`src/rtl/traffic_pkg.sv`:
```
// Shared types and helpers for the traffic-light display path.
package traffic_pkg;

    typedef logic [2:0] brightness_t;

    localparam brightness_t BRIGHT_MIN = 3'd0;
    localparam brightness_t BRIGHT_MAX = 3'd7;

    typedef enum logic [1:0] {
        IDLE      = 2'd0,
        FADE      = 2'd1,
        FLASH_ON  = 2'd2,
        FLASH_OFF = 2'd3
    } bseq_state_t;

    // One level step from cur toward tgt; callers guarantee cur != tgt.
    function automatic brightness_t step_toward(brightness_t cur, brightness_t tgt);
        return (tgt > cur) ? cur + 3'd1 : cur - 3'd1;
    endfunction

endpackage

```
`src/rtl/ms_tick_gen.sv`:
```
// Free-running millisecond prescaler: one-cycle registered tick per ms.
module ms_tick_gen #(
    parameter int unsigned CLK_FREQ = 125_000_000
) (
    input  logic clk,
    input  logic reset,
    output logic tick
);

    localparam int unsigned DIV   = CLK_FREQ / 1000;
    localparam int unsigned CNT_W = (DIV > 1) ? $clog2(DIV) : 1;

    logic [CNT_W-1:0] cnt_q, cnt_d;
    logic             tick_q, tick_d;
    logic             wrap_c;

    always_comb begin
        wrap_c = (cnt_q == CNT_W'(DIV - 1));
        cnt_d  = wrap_c ? '0 : cnt_q + CNT_W'(1);
        tick_d = wrap_c;
    end

    always_ff @(posedge clk or posedge reset) begin
        if (reset) begin
            cnt_q  <= '0;
            tick_q <= 1'b0;
        end else begin
            cnt_q  <= cnt_d;
            tick_q <= tick_d;
        end
    end

    assign tick = tick_q;

endmodule

```
`src/rtl/brightness_sequencer.sv`:
```
// Arbitrates buttons, night-mode clamp and alert flash into a faded
// 3-bit brightness level for the PWM stage.
module brightness_sequencer
    import traffic_pkg::*;
#(
    parameter int unsigned CLK_FREQ      = 125_000_000,
    parameter int unsigned STEP_MS       = 50,
    parameter int unsigned FLASH_MS      = 250,
    parameter int unsigned NIGHT_LEVEL   = 2,
    parameter int unsigned DEFAULT_LEVEL = 5
) (
    input  logic        clk,
    input  logic        reset,
    input  logic        btn_up,
    input  logic        btn_down,
    input  logic        night_mode,
    input  logic        flash_req,
    output logic [2:0]  brightness_level,
    output logic        fading,
    output logic        flash_active
);

    localparam int unsigned STEP_W  = $clog2(STEP_MS + 1);
    localparam int unsigned FLASH_W = $clog2(FLASH_MS + 1);
    localparam brightness_t NIGHT_LVL = brightness_t'(NIGHT_LEVEL);
    localparam brightness_t DEF_LVL   = brightness_t'(DEFAULT_LEVEL);

    logic tick;

    ms_tick_gen #(
        .CLK_FREQ (CLK_FREQ)
    ) u_ms_tick (
        .clk   (clk),
        .reset (reset),
        .tick  (tick)
    );

    bseq_state_t         state_q, state_d;
    brightness_t         user_q, user_d;
    brightness_t         cur_q, cur_d;
    logic [STEP_W-1:0]   step_q, step_d;
    logic [FLASH_W-1:0]  flash_q, flash_d;
    brightness_t         level_q, level_d;
    logic                fading_q, fading_d;
    logic                flash_act_q, flash_act_d;
    brightness_t         target_c;

    always_comb begin
        state_d     = state_q;
        user_d      = user_q;
        cur_d       = cur_q;
        step_d      = step_q;
        flash_d     = flash_q;
        level_d     = level_q;
        fading_d    = fading_q;
        flash_act_d = flash_act_q;

        // Simultaneous up/down cancels out; saturate at the rails.
        if (btn_up && !btn_down && user_q != BRIGHT_MAX) begin
            user_d = user_q + 3'd1;
        end else if (btn_down && !btn_up && user_q != BRIGHT_MIN) begin
            user_d = user_q - 3'd1;
        end

        target_c = (night_mode && user_q > NIGHT_LVL) ? NIGHT_LVL : user_q;

        case (state_q)
            IDLE: begin
                if (flash_req) begin
                    state_d = FLASH_ON;
                    flash_d = '0;
                end else if (target_c != cur_q) begin
                    state_d = FADE;
                    step_d  = '0;
                end
            end
            FADE: begin
                if (flash_req) begin
                    state_d = FLASH_ON;
                    flash_d = '0;
                end else if (target_c == cur_q) begin
                    state_d = IDLE;
                end else if (tick) begin
                    if (step_q == STEP_W'(STEP_MS - 1)) begin
                        step_d = '0;
                        cur_d  = step_toward(cur_q, target_c);
                    end else begin
                        step_d = step_q + STEP_W'(1);
                    end
                end
            end
            FLASH_ON, FLASH_OFF: begin
                // cur_q is frozen here so the pre-flash level resumes on exit.
                if (!flash_req) begin
                    state_d = (target_c != cur_q) ? FADE : IDLE;
                    step_d  = '0;
                end else if (tick) begin
                    if (flash_q == FLASH_W'(FLASH_MS - 1)) begin
                        flash_d = '0;
                        state_d = (state_q == FLASH_ON) ? FLASH_OFF : FLASH_ON;
                    end else begin
                        flash_d = flash_q + FLASH_W'(1);
                    end
                end
            end
            default: state_d = IDLE;
        endcase

        case (state_d)
            FLASH_ON:  level_d = BRIGHT_MAX;
            FLASH_OFF: level_d = BRIGHT_MIN;
            default:   level_d = cur_d;
        endcase
        fading_d    = (state_d == FADE);
        flash_act_d = (state_d == FLASH_ON) || (state_d == FLASH_OFF);
    end

    always_ff @(posedge clk or posedge reset) begin
        if (reset) begin
            state_q     <= IDLE;
            user_q      <= DEF_LVL;
            cur_q       <= DEF_LVL;
            step_q      <= '0;
            flash_q     <= '0;
            level_q     <= DEF_LVL;
            fading_q    <= 1'b0;
            flash_act_q <= 1'b0;
        end else begin
            state_q     <= state_d;
            user_q      <= user_d;
            cur_q       <= cur_d;
            step_q      <= step_d;
            flash_q     <= flash_d;
            level_q     <= level_d;
            fading_q    <= fading_d;
            flash_act_q <= flash_act_d;
        end
    end

    assign brightness_level = level_q;
    assign fading           = fading_q;
    assign flash_active     = flash_act_q;

endmodule

```
`config.mk`:
```
export PLATFORM = sky130hd
export DESIGN_NAME = brightness_sequencer
export DESIGN_NICKNAME = d
export VERILOG_FILES = /design/src/rtl/traffic_pkg.sv /design/src/rtl/ms_tick_gen.sv /design/src/rtl/brightness_sequencer.sv
export SDC_FILE = /design/constraint.sdc
export NUM_CORES = 1
export LEC_CHECK = 0
export BUFFER_PORTS_ARGS = -buffer_cell sky130_fd_sc_hd__buf_2
export CORE_AREA = 2 2 82 84
export CTS_CLUSTER_SIZE = 16
export DETAILED_ROUTE_END_ITERATION = 8
export DIE_AREA = 0 0 84 86
export HOLD_SLACK_MARGIN = 0.1
export RECOVER_POWER = 100
export SETUP_SLACK_MARGIN = 0.02
export SYNTH_ARGS = -nofsm -noshare
export SYNTH_HDL_FRONTEND = slang
export SYNTH_SLANG_ARGS = --single-unit
export TNS_END_PERCENT = 30
```
`constraint.sdc`:
```
create_clock -name clk -period 2.8 [get_ports clk]
set_clock_uncertainty 0.2 [all_clocks]
set_input_delay 0.56 -clock clk [delete_from_list [all_inputs] [get_ports clk]]
set_output_delay 0.56 -clock clk [all_outputs]
set_load 0.01 [all_outputs]
```
======== Word-level counts from Yosys, hierarchy flattened ========
Cells that the tools add are included.
word-level totals
  bits in writable memories ............... 0
  logic and storage cells ................. 89
  register bits ........................... 45
  memories kept ........................... 0
  memory bits (read-only) ................. 0
  bits of input ports ..................... 6
  bits in latches ......................... 0
operators by class
  muxes and demuxes ....................... 34
  add/sub/neg operators ................... 7
  $mul .................................... 0
  equal/unequal tests ..................... 21
  magnitude comparators ................... 2
  shift-type cells ........................ 0
  reduce and logical (&&, ||, !) cells .... 15
  bitwise gates (word level) .............. 0
  div/mod/pow operators ................... 0
operators by type and width
  cell                                                    count
  two-way mux 6 bit                                       7
  two-way mux 8 bit                                       4
  two-way mux 3 bit                                       9
  case mux 6 bit (3 select lines)                         1
  adder 17 x 1 -> 17 bit (second input constant)          1
  equality test 17 bit (second input constant)            1
  two-way mux 17 bit                                      1
  case mux 8 bit (2 select lines)                         1
  two-way mux 2 bit                                       7
  inequality test 2 bit (second input constant)           6
  adder 8 x 1 -> 8 bit (second input constant)            1
  equality test 2 bit (second input constant)             4
  equality test 8 bit (second input constant)             1
  adder 3 x 1 -> 3 bit (second input constant)            2
  adder 6 x 1 -> 6 bit (second input constant)            1
  equality test 6 bit (second input constant)             1
  inequality test 2 x 1 -> 1 bit (second input constant)  3
  case mux 2 bit (3 select lines)                         1
  case mux 3 bit (2 select lines)                         1
  AND reduction 6 bit                                     1
  subtractor 3 x 1 -> 3 bit (second input constant)       2
  logical AND 1 bit                                       5
  equality test 2 x 1 -> 1 bit (second input constant)    2
  OR reduction 2 bit                                      2
  12 further kinds                                        14

======== Longest topological paths before layout ========
Gate-level depths: netlist (run 1).
  depth in word-level cells ............... 11
  mapped depth ............................ 11

======== Cells and area by module ========
From an unflattened synthesis (run 1), not the netlist that was laid out.
second synthesis, totals
  cell total of the unflattened synthesis .. 248
  area, all modules ....................... 2429.8 µm²
by module, submodules not included
  module                area each (µm²)  instances  seq. area each (µm²)  cells an instance
  brightness_sequencer  1604.0           1          683.2                 173
  ms_tick_gen           825.8            1          450.4                 75

======== Worst setup path after synthesis (run 1) ========
Ideal clock, no wire load.
  kind .................................... register to register
  from .................................... reg user_q[2]
  to ...................................... reg level_q[1] (netlist: brightness_level[1])
  setup slack ............................. 0.015 ns
  library setup time ...................... 0.121 ns
  required time ........................... 2.479 ns
  buffers on the path ..................... 1
  clock period less this slack ............ 2.785 ns
  arrival ................................. 2.464 ns
  stages on the path, launching flop included .. 10
  path through ............................ dfstp_2 > clkbuf_1 > nor2b_1 > ha_1 > and3_1 > a21oi_1 > inv_1 > fa_1 > mux2_4 > o22a_1
on the way
  cells in the longest elaborated chain, start to end .. 11
ends and longest elaborated chain
  element                            line                         text
  start: declaration                 brightness_sequencer.sv:39   brightness_t user_q, user_d;
  start signal: assignment           brightness_sequencer.sv:130  user_q <= user_d;
  > comparator 3 x 2 -> 1 bit        brightness_sequencer.sv:65   target_c = (night_mode && user_q > NIGHT_LVL) ? NIGHT_LVL : user_q;
  logical AND 1 bit                  brightness_sequencer.sv:65
  two-way mux 3 bit *                brightness_sequencer.sv:65
  > comparator 3 bit                 traffic_pkg.sv:18            return (tgt > cur) ? cur + 3'd1 : cur - 3'd1;
  two-way mux 3 bit                  traffic_pkg.sv:18
  two-way mux 3 bit                  brightness_sequencer.sv:84   if (step_q == STEP_W'(STEP_MS - 1)) begin
  two-way mux 3 bit                  brightness_sequencer.sv:83   end else if (tick) begin
  two-way mux 3 bit *                brightness_sequencer.sv:81   end else if (target_c == cur_q) begin
  two-way mux 3 bit *                brightness_sequencer.sv:78   if (flash_req) begin
  two-way mux 3 bit *                brightness_sequencer.sv:67   case (state_q)
  named net cur_d[1]                 brightness_sequencer.sv:40   brightness_t cur_q, cur_d;
  case mux 3 bit (2 select lines) *  brightness_sequencer.sv:109  case (state_d)
  named net level_d[1]               brightness_sequencer.sv:43   brightness_t level_q, level_d;
  end signal: assignment             brightness_sequencer.sv:134  level_q <= level_d;
  end: declaration                   brightness_sequencer.sv:43
Mark *: on every way through the listed nets, which the timed path passes. The rest lies on a longest branch.
A chain may end at the register's enable or synchronous reset.

======== Worst setup path in the final report (run 1) ========
Same ends and word-level chain as after synthesis.

==> results of run 1 <==
==> cells in the mapped netlist, drive strengths merged (3+ instances only) <==
| cell | count |
|---|---|
| o22ai | 5 |
| nor3 | 8 |
| nand3 | 17 |
| ha | 8 |
| nand2b | 6 |
| inv | 9 |
| xnor2 | 17 |
| nor2 | 24 |
| nand3b | 3 |
| nand2 | 18 |
| a21oi | 6 |
| nor4 | 5 |
| clkbuf | 5 |
| xor2 | 6 |
| dfstp | 6 |
| o31ai | 3 |
| o21ai | 14 |
| and3 | 7 |
| a22o | 3 |
| dfrtp | 39 |
| nor2b | 8 |
==> worst paths after layout <==
| check | startpoint | end | depth (start not counted) |
|---|---|---|---|
| worst min register to register | u_ms_tick.cnt_q[0]$_DFF_PP0_ | u_ms_tick.cnt_q[0]$_DFF_PP0_ | 1 |
| min in group asynchronous | reset | u_ms_tick.cnt_q[15]$_DFF_PP0_ | 3 |
| worst min-delay path | u_ms_tick.cnt_q[0]$_DFF_PP0_ | u_ms_tick.cnt_q[0]$_DFF_PP0_ | 1 |
| max in group asynchronous | reset | step_q[4]$_DFFE_PP0P_ | 4 |
| worst max-delay path | user_q[2]$_DFFE_PP1P_ | brightness_level[1]$_DFF_PP0_ | 8 |
| worst max register to register | user_q[2]$_DFFE_PP1P_ | brightness_level[1]$_DFF_PP0_ | 8 |
==> state kept, by name, summed over array words and instances, names as in the netlist <==
signal            count
state_q               2
step_q                6
flash_q               8
u_ms_tick.cnt_q      17
user_q                3
brightness_level      3
fading                1
cur_q                 3
flash_active          1
u_ms_tick.tick        1
==> layer usage <==
layer / track usage [%] / up-vias
met5: 0 / -
met1: 17.0 / 832
li1: - / 888
met4: 3.67 / 0
met3: 2.98 / 5
met2: 21.0 / 21
==> per-stage QoR <==
| stage | setup slack [ns] | hold WS [ns] | area (um2) | std cells |
|---|---|---|---|---|
| CTS | 0.203 | 0.263 | 2740 | 341 |
| global placement | 0.0560 | 0.246 | 2640 | 332 |
| finish | 0.188 | 0.257 | 2660 | 341 |
| floorplan | 0.0486 | 0.223 | 2460 | 242 |
| global route | 0.0252 | 0.303 | 2660 | 341 |
| detailed placement | 0.0220 | 0.251 | 2640 | 332 |
==> layout by cell type (no fill, tap or decap), types with 3 or more instances in the layout <==
cell type / netlist / routed
nand3_1: 14 / 16
inv_1: 8 / 9
xnor2_1: 17 / 17
nand2_1: 18 / 18
xor2_1: 6 / 6
nor2b_1: 7 / 7
dfrtp_1: 39 / 39
dfstp_2: 6 / 6
nor4_1: 3 / 5
nand3b_1: 3 / 3
o22ai_1: 5 / 5
o31ai_1: 3 / 3
buf_4: 1 / 6
a21oi_1: 6 / 6
a22o_1: 3 / 3
clkbuf_1: 5 / 13
ha_1: 8 / 8
nor3_1: 6 / 8
nand2b_1: 5 / 5
clkbuf_8: 0 / 5
nor2_1: 24 / 24
o21ai_0: 12 / 13
buf_2: 0 / 3
and3_1: 6 / 7
==> power breakdown <==
| group | switching (W) | internal, W | total [W] |
|---|---|---|---|
| combinational | 0.000274 | 0.000233 | 0.000507 |
| clock | 0.000210 | 0.000177 | 0.000387 |
| sequential | 0.0000349 | 0.000713 | 0.000748 |
| total | 0.000518 | 0.00112 | 0.00164 |
==> cells by family (layout without fill, tap and decap cells) <==
kind of cell	count (synthesis)	count (layout)	synth area share (%)
AO/OA/AOI/OAI	41	41	11.4
flip-flops	45	45	46.1
AND/OR/NAND/NOR	105	105	24.7
adder cells (fa/ha/maj)	10	10	5.70
multiplexers	2	2	1.02
buffers and inverters	16	38	2.90
XOR/XNOR	23	23	8.19
==> timing repair <==
action / CTS / global route
endpoints found under the hold margin: 13 / 0
endpoints found under the setup margin: 0 / 0
hold buffers: 1 / 0
==> worst max-delay path: stages, from the launching register on <==
cell and delay, ns:
dfstp_2 0.57, nor2b_1 0.14, ha_1 0.26, and3_1 0.19
a21oi_1 0.17, inv_1 0.08, fa_1 0.42, mux2_1 0.32
o22a_1 0.18
==> cell type report <==
| type | instances | area (um2) |
|---|---|---|
| clock buffers | 7 | 76.3 |
| clock inverters | 1 | 7.51 |
| fillers | 646 | 3620 |
| inverters | 9 | 33.8 |
| multi-input cells | 181 | 1200 |
| flip-flops and latches | 45 | 1130 |
| well taps | 77 | 96.3 |
| repair buffers | 21 | 111 |
==> impl_metrics.toml, run 1 <==
[drt]
routed-via-count = 1746
wl_met1_mm = 2.06
initialDrtViolationCount = 52
top_layer = "met4"
wl_met3_um = 128
ant_nets = 0
drt-wirelength-per-cell_um = 12.4
drc = 0
routed_via_density = 5.12
routed_wl_mm = 4.22
wl_met2_mm = 2.00
drt_pre_antenna_iters = 4

[cts]
clkTransAtPathRegs_ns = 0.08
numCtsBuffers = 5
clock_path_buffers = 2
cts_root_buf = "clkbuf_8"
cts_resized = 0
cts-htree-levels = 2
clock-sinks = 45
worst_skew_pair.late_latency_ns = 0.29
cts_tree = "yes"
cts_setup_buffers = 0

[die]
boundaryPins = 11
dieArea_mm2 = 0.00722
coreArea_mm2 = 0.00628
initial_utilization_pct = 39.2
dieHeight_um = 86
die_w_um = 84
row_count = 29

[critical_path]
crit_type = "reg2reg"
crit_fanout = 4
arrival_ns = 2.60
endpoint_kind = "register"
r2r_slack_ns = 0.19
crit_required_ns = 2.79
cp-start-kind = "register"

[logic_synthesis]
synth_seq_area_share_pct = 46.1
synth_edf_count = 0
synth.yosys.warnings = 0
synth.largest_area_cell = "dfrtp_1"
netlist_area_mm2 = 0.00246
ys_ff_latch = 45
yosysTopAreaCellShare_pct = 39.7
synthCells = 242
syn_area_per_cell_um2 = 10.2
synth_area_leaders = "dfrtp_1 40%, dfstp_2 6.4%, xnor2_1 6.1%"
synthArstFlopShare_pct = 100
ys.flop_type = "dfrtp_1"
synth_nets = 258
ys_types = 54

[final_layout]
antennaDiodeCount = 0
syn2layout_area_growth_pct = 7.94
layout-drive-gt1-share_pct = 10.6
final_nets = 279
final_util_pct = 42.3

[grt]
grt_max_degree = 19
grt_first_pass_wirelength_mm = 7.68
grt_overflow = 0
antenna_found_initial = 0
grt_usage_pct = 12.8
grt_pass1_vias = 1749

[pwr]
p_leak_nw = 1.11
total_power_w = 0.00164
vdd_drop_max_v = 0.000314
p_per_area_mw_per_mm2 = 618

[timing]
hold_viol_final = 0
slew_viol_final = 0
setup_viol = 0
min_period_ns = 2.61
rsz0062_at_grt = "false"
max_freq_mhz = 383
worst_pin_slew_ns = 0.937
max_slew_margin_pct = 37.5
fin_crit_sh_pct = 93.3
fin_tns_setup_ns = 0

[placement]
port_buffers = 10
dp.final_hpwl_mm = 3.11
place_congestion = 0.809

[outcome]
status = "completed"

[worst_hold_path]
min_path_type = "reg2reg"

[run]
drv_cap = 0
(Power assumes the default switching activity.)
==> run 2: changes to the inputs <==
ABC_AREA = 0   (was default)
CORE_AREA = 2 2 71 73   (was 2 2 82 84)
DIE_AREA = 0 0 73 75   (was 0 0 84 86)
PLACE_DENSITY = 0.72   (was default)
==> impl_metrics.toml, run 2 (synthesized netlist as in run 1, its figures left out) <==
[die]
die_w_um = 73
dieHeight_um = 75
dieArea_mm2 = 0.00548
initial_utilization_pct = 52.8
row_count = 25
boundaryPins = 11
coreArea_mm2 = 0.00466

[timing]
max_freq_mhz = 380
worst_pin_slew_ns = 0.735
hold_slack_ns = 0.260
setup_viol = 0
hold_viol_final = 0
slew_viol_final = 0
rsz0062_at_grt = "false"
max_slew_margin_pct = 51.0
fin_tns_setup_ns = 0
fin_crit_sh_pct = 94.0
min_period_ns = 2.63

[cts]
clkTransAtPathRegs_ns = 0.08
numCtsBuffers = 5
cts-htree-levels = 2
cts_tree = "yes"
clock_path_buffers = 2
cts_setup_buffers = 0
worst_skew_pair.late_latency_ns = 0.30
clock-sinks = 45
cts_root_buf = "clkbuf_8"

[pwr]
p_per_area_mw_per_mm2 = 627
vdd_drop_max_v = 0.000298
p_leak_nw = 1.11

[grt]
antenna_found_initial = 0
grt_max_degree = 32
grt_first_pass_wirelength_mm = 6.91
grt_usage_pct = 16.4
grt_overflow = 0
grt_pass1_vias = 1582

[drt]
routed-via-count = 1740
routed_wl_mm = 4.08
wl_met2_mm = 1.95
drt-wirelength-per-cell_um = 12.9
initialDrtViolationCount = 65
routed_via_density = 5.51
top_layer = "met4"
wl_met1_mm = 1.97
ant_nets = 0
drt_pre_antenna_iters = 4
wl_met3_um = 107
drc = 0

[final_layout]
final_util_pct = 56.6
layout-drive-gt1-share_pct = 12.6
final_cell_mix = "39 x dfrtp_1, 24 x nor2_1, 18 x nand2_1"
antennaDiodeCount = 0
syn2layout_area_growth_pct = 7.27
top_register = "u_ms_tick.cnt_q"
reg_top3 = "u_ms_tick.cnt_q (17), flash_q (8), step_q (6)"
final_nets = 277
largest_register_ffs = 17
layout_commonest_cell = "dfrtp_1"

[placement]
place_congestion = 0.820
port_buffers = 10
dp.final_hpwl_mm = 2.99

[outcome]
status = "completed"

[run]
drv_cap = 0

[critical_path]
cp_slowest_cell = "dfstp_2"
crit_type = "reg2reg"
cp-start-kind = "register"
endpoint_kind = "register"
cp_slowest_stage_delay_ns = 0.57
crit_required_ns = 2.78
arrival_ns = 2.62
crit_fanout = 5
path_cells = "nor2b_1 > ha_1 > and3_1 > a21oi_1 > inv_1 > fa_1 > mux2_4 > o22a_1"

[worst_hold_path]
min_path_type = "reg2reg"
[run 2: final cells by class]
class                      instances  area, um2
fill                             405       2020
sequential                        45       1130
timing repair buffer              19       98.8
clock buffer                       6       72.6
multi-input combinational        181       1220
clock inverter                     2       15.0
inverter                           9       33.8
tap                               54       67.6
[run 2: routing by layer]
layer | track usage, % | vias up
met1 | 21.5 | 829
li1 | - | 885
met5 | 0 | -
met3 | 4.42 | 6
met2 | 26.1 | 20
met4 | 6.17 | 0
[run 2: path summary, 6_finish.rpt]
| path | slack, ns | cells after the start | from | end |
|---|---|---|---|---|
| hold / removal | 0.26 | 1 | u_ms_tick.cnt_q[0]$_DFF_PP0_ | u_ms_tick.cnt_q[0]$_DFF_PP0_ |
| setup reg to reg | 0.17 | 8 | user_q[2]$_DFFE_PP1P_ | brightness_level[1]$_DFF_PP0_ |
| hold reg to reg | 0.26 | 1 | u_ms_tick.cnt_q[0]$_DFF_PP0_ | u_ms_tick.cnt_q[0]$_DFF_PP0_ |
| min in group asynchronous | 0.65 | 3 | reset | u_ms_tick.cnt_q[11]$_DFF_PP0_ |
| setup / recovery | 0.17 | 8 | user_q[2]$_DFFE_PP1P_ | brightness_level[1]$_DFF_PP0_ |
| max in group asynchronous | 0.64 | 4 | reset | brightness_level[1]$_DFF_PP0_ |
[run 2: repair_timing]
item	4_1_cts	5_1_grt
endpoints found under the hold margin	12	0
setup endpoints to repair	0	2
hold buffers	1	0
gates resized for setup	0	2
[run 2: worst max-delay path, delay by kind of cell, from the launching register on]
kind	cells	cell delay, ns
buf+inv	1	0.07
simple gates	2	0.35
fa+ha+maj	2	0.73
compound gates	2	0.33
mux	1	0.27
flops	1	0.57
[run 2: power by group]
part | switching [W] | internal [W]
Clock | 0.000219 | 0.000176
Sequential | 0.0000347 | 0.000713
Combinational | 0.000279 | 0.000233
Total | 0.000533 | 0.00112
[run 2: stage by stage]
step | cells | worst slack, ns | cell area, um2 | power [W]
2_1_floorplan | 242 | 0.0486 | 2460 | 0.00113
3_3_place_gp | 307 | 0.0697 | 2600 | 0.00126
3_5_place_dp | 307 | 0.00458 | 2600 | 0.00128
4_1_cts | 316 | 0.124 | 2700 | 0.00168
5_1_grt | 316 | 0.0272 | 2640 | 0.00177
6_report | 316 | 0.167 | 2640 | 0.00166
